==> config.mk <==
export PLATFORM = sky130hd
export DESIGN_NAME = cgra_output_stream_writer
export DESIGN_NICKNAME = d
export VERILOG_FILES = /design/src/rtl/cgra_output_stream_writer.sv
export SDC_FILE = /design/constraint.sdc
export NUM_CORES = 1
export LEC_CHECK = 0
export CAP_MARGIN = 20
export CORE_MARGIN = 2
export CORE_UTILIZATION = 28
export CTS_CLUSTER_SIZE = 10
export DETAILED_ROUTE_END_ITERATION = 16
export PLACE_DENSITY = 0.56
export REMOVE_ABC_BUFFERS = 1
export SLEW_MARGIN = 15
export SYNTH_ARGS = -nofsm -noshare
export SYNTH_HDL_FRONTEND = slang
export SYNTH_SLANG_ARGS = --single-unit
==> constraint.sdc <==
create_clock -name clk_i -period 5.35 [get_ports clk_i]
set_input_delay 1.605 -clock clk_i [delete_from_list [all_inputs] [get_ports clk_i]]
set_output_delay 1.605 -clock clk_i [all_outputs]
set_load 0.01 [all_outputs]
==> src/rtl/cgra_output_stream_writer.sv <==
// CGRA output-node stream to AXI-Lite write master: buffers words in a small FIFO and
// writes them to consecutive 32-bit locations. Define CGRA_OUT_BRESP_ERR_EN for B-error reporting.
module cgra_output_stream_writer #(
  parameter int DATA_WIDTH = 32,
  parameter int ADDR_WIDTH = 32,
  parameter int SIZE_WIDTH = 16,
  parameter int FIFO_DEPTH = 4
) (
  input  logic                    clk_i,
  input  logic                    rst_i,
  input  logic                    start_i,
  input  logic [ADDR_WIDTH-1:0]   base_addr_i,
  input  logic [SIZE_WIDTH-1:0]   size_i,
  output logic                    busy_o,
  output logic                    done_o,
  input  logic [DATA_WIDTH-1:0]   data_i,
  input  logic                    data_valid_i,
  output logic                    data_ready_o,
  output logic [ADDR_WIDTH-1:0]   awaddr_o,
  output logic [2:0]              awprot_o,
  output logic                    awvalid_o,
  input  logic                    awready_i,
  output logic [DATA_WIDTH-1:0]   wdata_o,
  output logic [DATA_WIDTH/8-1:0] wstrb_o,
  output logic                    wvalid_o,
  input  logic                    wready_i,
  input  logic [1:0]              bresp_i,
  input  logic                    bvalid_i,
  output logic                    bready_o
`ifdef CGRA_OUT_BRESP_ERR_EN
  ,
  output logic                    err_o,
  output logic [7:0]              err_count_o
`endif
);

  localparam int PTR_W = $clog2(FIFO_DEPTH);
  localparam int CNT_W = PTR_W + 1;

  typedef enum logic [1:0] {IDLE, RUN, FIN} ctrl_e;
  typedef enum logic [1:0] {W_IDLE, W_REQ, W_RESP} wr_e;

  ctrl_e                 ctrl_q, ctrl_d;
  wr_e                   wst_q, wst_d;
  logic [ADDR_WIDTH-1:0] base_q, base_d;
  logic [SIZE_WIDTH-1:0] size_q, size_d;
  logic [SIZE_WIDTH-1:0] acc_q, acc_d;
  logic [SIZE_WIDTH-1:0] iss_q, iss_d;
  logic [SIZE_WIDTH-1:0] cmp_q, cmp_d;
  logic                  aw_pend_q, aw_pend_d;
  logic                  w_pend_q, w_pend_d;
  logic [PTR_W-1:0]      wr_ptr_q, wr_ptr_d;
  logic [PTR_W-1:0]      rd_ptr_q, rd_ptr_d;
  logic [CNT_W-1:0]      cnt_q, cnt_d;
  logic [DATA_WIDTH-1:0] mem_q [FIFO_DEPTH];

  logic clear, push, pop, b_hs, fifo_full, fifo_empty;

  assign fifo_full    = (cnt_q == CNT_W'(FIFO_DEPTH));
  assign fifo_empty   = (cnt_q == '0);
  assign data_ready_o = (ctrl_q == RUN) && !fifo_full && (acc_q < size_q);
  assign push         = data_valid_i && data_ready_o;

  assign busy_o    = (ctrl_q == RUN);
  assign done_o    = (ctrl_q == FIN);
  assign awvalid_o = aw_pend_q;
  assign wvalid_o  = w_pend_q;
  assign awprot_o  = 3'b000;
  assign wstrb_o   = '1;
  // Address and data are held at zero while idle so nothing stale leaks out of the buffer.
  assign awaddr_o  = aw_pend_q ? base_q + (ADDR_WIDTH'(iss_q) << 2) : '0;
  assign wdata_o   = w_pend_q ? mem_q[rd_ptr_q] : '0;

  // Control FSM: owns configuration and the transfer lifetime.
  always_comb begin
    // NOTE: every variable gets a default before the case so no path leaves it unassigned (no latch).
    ctrl_d = ctrl_q;
    base_d = base_q;
    size_d = size_q;
    clear  = 1'b0;
    unique case (ctrl_q)
      IDLE: begin
        if (start_i) begin
          base_d = base_addr_i;
          size_d = size_i;
          clear  = 1'b1;
          ctrl_d = (size_i == '0) ? FIN : RUN;
        end
      end
      RUN:     if (cmp_q == size_q) ctrl_d = FIN;
      FIN:     ctrl_d = IDLE;
      default: ctrl_d = IDLE;
    endcase
  end

  // Write engine: a single outstanding AW/W pair, each valid dropping after its own handshake.
  always_comb begin
    wst_d     = wst_q;
    aw_pend_d = aw_pend_q;
    w_pend_d  = w_pend_q;
    pop       = 1'b0;
    b_hs      = 1'b0;
    bready_o  = 1'b0;
    unique case (wst_q)
      W_IDLE: begin
        if ((ctrl_q == RUN) && !fifo_empty) begin
          aw_pend_d = 1'b1;
          w_pend_d  = 1'b1;
          wst_d     = W_REQ;
        end
      end
      W_REQ: begin
        if (aw_pend_q && awready_i) aw_pend_d = 1'b0;
        if (w_pend_q && wready_i)   w_pend_d  = 1'b0;
        if ((!aw_pend_q || awready_i) && (!w_pend_q || wready_i)) begin
          pop   = 1'b1;
          wst_d = W_RESP;
        end
      end
      W_RESP: begin
        bready_o = 1'b1;
        if (bvalid_i) begin
          b_hs  = 1'b1;
          wst_d = W_IDLE;
        end
      end
      default: wst_d = W_IDLE;
    endcase
  end

  always_comb begin
    acc_d    = clear ? '0 : acc_q + SIZE_WIDTH'(push);
    iss_d    = clear ? '0 : iss_q + SIZE_WIDTH'(pop);
    cmp_d    = clear ? '0 : cmp_q + SIZE_WIDTH'(b_hs);
    wr_ptr_d = wr_ptr_q + PTR_W'(push);
    rd_ptr_d = rd_ptr_q + PTR_W'(pop);
    cnt_d    = cnt_q + CNT_W'(push) - CNT_W'(pop);
  end

  always_ff @(posedge clk_i or posedge rst_i) begin
    if (rst_i) begin
      // NOTE: state registers use non-blocking assignments so every flop samples pre-edge values.
      ctrl_q    <= IDLE;
      wst_q     <= W_IDLE;
      base_q    <= '0;
      size_q    <= '0;
      acc_q     <= '0;
      iss_q     <= '0;
      cmp_q     <= '0;
      aw_pend_q <= 1'b0;
      w_pend_q  <= 1'b0;
      wr_ptr_q  <= '0;
      rd_ptr_q  <= '0;
      cnt_q     <= '0;
    end else begin
      ctrl_q    <= ctrl_d;
      wst_q     <= wst_d;
      base_q    <= base_d;
      size_q    <= size_d;
      acc_q     <= acc_d;
      iss_q     <= iss_d;
      cmp_q     <= cmp_d;
      aw_pend_q <= aw_pend_d;
      w_pend_q  <= w_pend_d;
      wr_ptr_q  <= wr_ptr_d;
      rd_ptr_q  <= rd_ptr_d;
      cnt_q     <= cnt_d;
    end
  end

  // NOTE: FIFO storage has no reset; the pointers and count alone define which entries are valid.
  always_ff @(posedge clk_i) begin
    if (push) mem_q[wr_ptr_q] <= data_i;
  end

`ifdef CGRA_OUT_BRESP_ERR_EN
  logic       err_q, err_d;
  logic [7:0] err_cnt_q, err_cnt_d;

  always_comb begin
    err_d     = err_q;
    err_cnt_d = err_cnt_q;
    if (clear) begin
      err_d     = 1'b0;
      err_cnt_d = '0;
    end else if (b_hs && (bresp_i != 2'b00)) begin
      err_d = 1'b1;
      if (err_cnt_q != 8'hFF) err_cnt_d = err_cnt_q + 8'd1;
    end
  end

  always_ff @(posedge clk_i or posedge rst_i) begin
    if (rst_i) begin
      err_q     <= 1'b0;
      err_cnt_q <= '0;
    end else begin
      err_q     <= err_d;
      err_cnt_q <= err_cnt_d;
    end
  end

  assign err_o       = err_q;
  assign err_count_o = err_cnt_q;
`else
  logic bresp_unused;
  assign bresp_unused = ^bresp_i;
`endif

endmodule

==> results of run 1 <==
[state kept, by name (all words and copies together) (netlist names)]
name       flops
cmp_q         16
wr_ptr_q       2
size_q        16
base_q        32
wst_q          2
acc_q         16
awvalid_o      1
cnt_q          3
iss_q         16
ctrl_q         2
rd_ptr_q       2
mem_q        128
wvalid_o       1
[cells by family (layout without fill, tap and decap cells)]
logic type / count (synthesis) / count (layout) / share of synthesized area
flops: 237 / 237 / 0.5769
xor+xnor: 76 / 76 / 0.05844
buf+inv: 66 / 245 / 0.02603
compound gates: 116 / 116 / 0.06646
other cells: 2 / 7 / 0.0006593
fa+ha+maj: 43 / 43 / 0.04855
mux: 64 / 64 / 0.09479
simple gates: 277 / 277 / 0.1282
[area by class of cell]
class | count | area share
well taps | 525 | 0.04573
repair buffers | 168 | 0.1158
inverters | 26 | 0.006968
flip-flops and latches | 237 | 0.4575
clock buffers | 49 | 0.05496
multi-input cells | 583 | 0.3165
clock inverters | 2 | 0.002439
[synth_stat cells, types with 3 or more instances]
master,number
inv_1,26
and3_2,3
clkbuf_1,25
nor4_1,9
o21ai_0,33
dfrtp_1,109
nand2_1,57
nand4_1,15
and3_1,16
nand3_1,20
ha_1,41
and4b_1,3
and2_1,42
a21o_1,11
a31oi_1,3
a21oi_1,31
nor3b_1,4
and4_1,9
mux4_2,32
nor2_1,66
mux2_2,31
o21a_1,6
xnor2_1,34
o211ai_1,4
xor2_1,42
nor2b_1,10
a211oi_1,5
edfxtp_1,128
nand2b_1,4
buf_2,6
buf_4,7
or3_1,6
nor3_1,7
[stage by stage]
stage               utilization  std cells  setup TNS, ps  area (um2)
floorplan                     -        846        -311210       11210
global placement         0.3392       1539              0       13540
detailed placement       0.3392       1539              0       13540
CTS                      0.3599       1590              0       14370
global route             0.3599       1590              0       14370
finish                   0.3599       1590              0       14370
[final timing paths]
kind,from,to,slack (ps),cells past startpoint
setup / recovery,base_q[2]$_DFFE_PP0P_,awaddr_o[26],220,9
hold / removal,ctrl_q[1]$_DFFE_PP0P_,ctrl_q[1]$_DFFE_PP0P_,480,1
setup reg to reg,awvalid_o$_DFFE_PP0P_,iss_q[12]$_DFF_PP0_,1960,10
hold reg to reg,ctrl_q[1]$_DFFE_PP0P_,ctrl_q[1]$_DFFE_PP0P_,480,1
max in group asynchronous,rst_i,size_q[6]$_DFFE_PP0P_,2910,3
min in group asynchronous,rst_i,base_q[23]$_DFFE_PP0P_,1530,2
[power by group through the flow]
stage | Clock, uW | Sequential [uW] | Combinational (uW)
after floorplan | 0 | 2530 | 1020
after global placement | 0 | 2550 | 1910
after detailed placement | 0 | 2560 | 1920
after CTS | 1800 | 2530 | 1930
after global routing | 1870 | 2570 | 2070
final | 1730 | 2520 | 1880
[routing by layer]
metal | vias to the layer above | part of all wire | global-route usage
li1 | 3534 | - | -
met1 | 3702 | 0.45 | 0.1724
met2 | 175 | 0.47 | 0.2097
met3 | 38 | 0.056 | 0.02487
met4 | 0 | 0.022 | 0.03443
met5 | - | 0 | 0
[cells in the final DEF, fill, tap and decap left out, drive strengths merged, types with 3 or more instances in the layout]
cell type,instances
mux2,31
clkdlybuf4s50,156
nor2,66
and2,43
nand2,57
a211oi,5
buf,12
nand3,20
o21ai,35
and4,9
or3,6
o211ai,5
mux4,32
nor3b,5
dfrtp,109
nand2b,4
conb,7
xnor2,34
xor2,42
nand4,15
nor4,9
and4b,3
edfxtp,128
o21a,6
a31oi,3
nor3,7
and3,19
a21o,14
ha,41
a21boi,3
inv,26
nor2b,11
clkbuf,49
a21oi,32
==> reports/results.tsv, run 1 <==
stage	metric	value	unit
outcome	status	finished, final reports clean	
grt	grt_pass1_vias	7602	
setup_path	max_stage_delay	580	ps
cells_and_area	fillers	3872	
power	peakVddDrop	0.2187	mV
routing	dr.pass1.iters	5	
clocking	cts_made_buffers	28	
grt	track_usage	0.1279	
place	portBuffers	156	
logic_synthesis	synthArstFlopShare	0.4599	
power	p_clk_frac	0.283	
setup_path	cp_top_family	compound AO/OA/AOI/OAI gates	
floorplan	initial_core_util	0.2854	
routing	drt_wl_total	26.83	mm
place	gp_congestion	0.8330	
clocking	tritoncts	built	
power	power.switching	1841	uW
grt	grt_max_degree	95	
logic_synthesis	synthesis.instances	881	
power	p_seq_frac	0.411	
timing	max_freq	194.8	MHz
clocking	clk_path_buf_depth	3	
cells_and_area	area_delta_synth_final	26.11	%
run	maxCapViolCount	0	
setup_path	critPathLaunchType	flop	
floorplan	rows	73	
logic_synthesis	synthFlopType	edfxtp_1	
power	power_density	426.9	mW/mm2
clocking	root_buffer	clkbuf_16	
grt	antenna_found_initial	0	
logic_synthesis	ys_seq_elements	237	
timing	rsz0062_at_grt	no	
power	intPower	4292	uW
floorplan	die_area	0.04231	mm2
timing	hold_violations	0	
clocking	cts_resized	0	
routing	drt_iter0_markers	313	
cells_and_area	regArea	0.006573	mm2
grt	grt-ovfl-total	0	
clocking	cts.clk_slew.worst_paths	60	ps
setup_path	worstSetupEndpointType	output pin	
timing	final.setup.worst_slack	216.9	ps
routing	drtAntennaViolNets	0	
routing	viasPerCell	4.685	
timing	final.setup_skew	20.10	ps
floorplan	fp.dieH	205.7	um
setup_path	cp_max_fo	7	
power	p_leak	0.005606	uW
setup_path	worstPathArrival	3530	ps
setup_path	crit_type	flop to output pin	
timing	fin_hold_ws	475.9	ps
min_path	holdCritPathClass	flop to flop	
clocking	cts_max_level	1	
timing	worst_slew_pin_slew	1009	ps
place	dp_hpwl	18.21	mm
clocking	clock-sinks	237	
floorplan	dieWidth	205.7	um
setup_path	cp_slowest_cell	clkdlybuf4s50_1	
setup_path	crit_path_cell_trace	ha_1 -> fa_1 -> a21o_4 -> a311oi_1 -> or4b_4 -> a21oi_4 -> a21o_2 -> a21oi_1 -> clkdlybuf4s50_1	
power	p_sw_frac	0.3002	
logic_synthesis	synth_top_area_frac	0.3374	
timing	finalCritPeriodShare	0.9595	
timing	relSlewSlack	0.3274	
logic_synthesis	synth_area_leaders	edfxtp_1 34%, dfrtp_1 24%, mux4_2 6.3%	
timing	drv_slew	0	
power	p_comb_frac	0.307	
logic_synthesis	ys.warnings.count	0	
cells_and_area	multi_input_area	0.004547	mm2
logic_synthesis	ys_types	63	
cells_and_area	final_nets	1176	
floorplan	coreArea	0.03991	mm2
setup_path	path_buf_inv	1	
setup_path	timing.critical_path.required	3740	ps
logic_synthesis	yosys.area.top_type	edfxtp_1	
floorplan	pin_count	166	
logic_synthesis	synth-edff-count	128	
routing	wl_per_cell	16.87	um
timing	setup_viol	0	
cells_and_area	drive_above_1_share	0.1174	
logic_synthesis	synth_seq_area_share	0.5769	
logic_synthesis	synth_area	0.01139	mm2
timing	period_needed	5133	ps
clocking	cts_hold_buffers	0	
power	p_total	6132	uW
cells_and_area	diodes	0	
clocking	post-cts-setup-buffer-count	0	
grt	grt_first_pass_wirelength	42.41	mm
place	place_worst_setup_slack	797.1	ps
logic_synthesis	synth_area_per_cell	12.93	um2
clocking	clk_latency	560	ps
routing	drc	0	
routing	dr_total_vias	7449	
Power figures use the tool's default switching activity.
==> run 2: changes to the inputs <==
--- a/config.mk
+++ b/config.mk
@@ -11,7 +11,6 @@
 export CTS_CLUSTER_SIZE = 10
 export DETAILED_ROUTE_END_ITERATION = 16
 export PLACE_DENSITY = 0.56
-export REMOVE_ABC_BUFFERS = 1
 export SLEW_MARGIN = 15
 export SYNTH_ARGS = -nofsm -noshare
 export SYNTH_HDL_FRONTEND = slang
==> reports/results.tsv, run 2 (same netlist as run 1, synthesis figures left out) <==
stage	metric	value	unit	change
floorplan	coreArea	0.03991	mm2	unchanged
clocking	clk_path_buf_depth	3		unchanged
timing	relSlewSlack	0.4319		+0.1045
clocking	cts_resized	0		unchanged
timing	max_freq	193.8	MHz	-0.52%
power	p_comb_frac	0.308		about the same
min_path	holdCritPathClass	flop to flop		
cells_and_area	area_delta_synth_final	26.74	%	
clocking	cts_made_buffers	29		+3.6%
timing	drv_slew	0		unchanged
cells_and_area	final_nets	1177		+0.085%
timing	worst_slew_pin_slew	851.2	ps	-157.6 ps
cells_and_area	final_common_cell	clkdlybuf4s50_1		
timing	fin_hold_ws	485.3	ps	+9.453 ps
grt	track_usage	0.1293		+0.001490
clocking	post-cts-setup-buffer-count	0		unchanged
run	maxCapViolCount	0		unchanged
setup_path	critPathLaunchType	flop		
setup_path	crit_type	flop to output pin		
grt	grt_first_pass_wirelength	42.64	mm	+0.52%
routing	drc	0		unchanged
clocking	tritoncts	built		
outcome	status	finished, final reports clean		
grt	grt_max_degree	115		+21%
floorplan	fp.dieH	205.7	um	unchanged
cells_and_area	stdcell_area	0.01444	mm2	+0.50%
clocking	clock-sinks	237		unchanged
routing	drt_wl_total	27.43	mm	+2.3%
cells_and_area	layout_common_cells	156 x clkdlybuf4s50_1, 128 x edfxtp_1, 108 x dfrtp_1		
cells_and_area	top_regs	mem_q x128, base_q x32		
routing	drt_iter0_markers	365		+17%
clocking	clk_latency	560	ps	about the same
floorplan	initial_core_util	0.2854		unchanged
setup_path	worstPathArrival	3550	ps	+20 ps
floorplan	pin_count	166		unchanged
routing	wl_per_cell	17.23	um	+2.1%
floorplan	dieWidth	205.7	um	unchanged
floorplan	rows	73		unchanged
power	power_density	433.9	mW/mm2	+1.6%
timing	period_needed	5160	ps	+26.87 ps
clocking	cts_hold_buffers	0		unchanged
routing	drtAntennaViolNets	0		unchanged
clocking	cts_max_level	1		unchanged
place	place_worst_setup_slack	756.4	ps	-40.66 ps
timing	setup_viol	0		unchanged
power	power.switching	1868	uW	+1.5%
routing	viasPerCell	4.659		-0.55%
clocking	cts.clk_slew.worst_paths	60	ps	about the same
floorplan	die_area	0.04231	mm2	unchanged
power	p_clk_frac	0.294		+0.011
routing	dr.pass1.iters	5		unchanged
timing	final.setup.worst_slack	190.0	ps	-26.87 ps
power	p_seq_frac	0.397		-0.014
setup_path	cp_max_fo	4		-3
grt	grt-ovfl-total	0		unchanged
power	p_leak	0.005647	uW	+0.73%
setup_path	timing.critical_path.required	3740	ps	about the same
place	gp_congestion	0.7891		-5.3%
clocking	root_buffer	clkbuf_16		
timing	rsz0062_at_grt	no		
timing	finalCritPeriodShare	0.9645		+0.005023
place	portBuffers	156		unchanged
timing	hold_violations	0		unchanged
routing	dr_total_vias	7417		-0.43%
power	p_sw_frac	0.2983		-0.001845
cells_and_area	largest_register	mem_q		
cells_and_area	drive_above_1_share	0.1220		+0.004580
power	peakVddDrop	0.2457	mV	+12%
place	dp_hpwl	18.68	mm	+2.6%
grt	antenna_found_initial	1		+1
grt	grt_pass1_vias	7499		-1.4%
timing	fin_tns_setup	0	ps	unchanged
timing	final.setup_skew	9.776	ps	-10.32 ps
cells_and_area	largest_reg_flops	128		unchanged
setup_path	worstSetupEndpointType	output pin		
power	intPower	4395	uW	+2.4%
place	placed_area	0.01355	mm2	about the same
cells_and_area	postLayoutCoreUtil	0.3617		+0.001786
[run 2: final cells by class]
| cell class | instances | area (um2) |
|---|---|---|
| fill | 3870 | 25480 |
| sequential | 237 | 6573 |
| multi-input combinational | 583 | 4547 |
| timing repair buffer | 168 | 1677 |
| clock buffer | 46 | 810.8 |
| tap | 525 | 656.9 |
| inverter | 26 | 100.1 |
| clock inverter | 6 | 70.07 |
| antenna | 1 | 2.502 |
[run 2: metrics by stage]
stage                     instances  total power [uW]
final                          1592              6263
after CTS                      1591              6393
after detailed placement       1539              4511
after global routing           1591              6632
after global placement         1539              4480
after floorplan                 886              3600
[run 2: power by group through the flow]
| stage | registers [uW] | logic [uW] | clock network [uW] |
|---|---|---|---|
| after floorplan | 2430 | 1170 | 0 |
| after global placement | 2520 | 1960 | 0 |
| after detailed placement | 2530 | 1980 | 0 |
| after CTS | 2500 | 1990 | 1910 |
| after global routing | 2540 | 2120 | 1970 |
| final | 2490 | 1930 | 1840 |
[run 2: critical path: stages, from the launching register on]
cell	delay [ps]
dfrtp_1	380
ha_1	270
fa_1	440
a21o_4	230
a31oi_1	230
o21ai_0	160
a21boi_0	370
nor3_1	90
o311a_1	330
clkdlybuf4s50_1	500
[run 2: final timing paths]
kind	slack [ps]	endpoint	start	depth (start not counted)
min	490	ctrl_q[1]$_DFFE_PP0P_	ctrl_q[1]$_DFFE_PP0P_	1
max	190	awaddr_o[16]	base_q[2]$_DFFE_PP0P_	9
max in group asynchronous	3000	iss_q[7]$_DFF_PP0_	rst_i	3
min reg2reg	490	ctrl_q[1]$_DFFE_PP0P_	ctrl_q[1]$_DFFE_PP0P_	1
max reg2reg	1970	acc_q[13]$_DFF_PP0_	acc_q[9]$_DFF_PP0_	13
min in group asynchronous	1570	wr_ptr_q[1]$_DFF_PP0_	rst_i	2
[run 2: routing by layer]
layer / track usage / share of wire / up-vias
li1: - / - / 3541
met1: 0.1783 / 0.46 / 3645
met2: 0.2104 / 0.47 / 193
met3: 0.02344 / 0.057 / 38
met4: 0.03160 / 0.019 / 0
met5: 0 / 0 / -
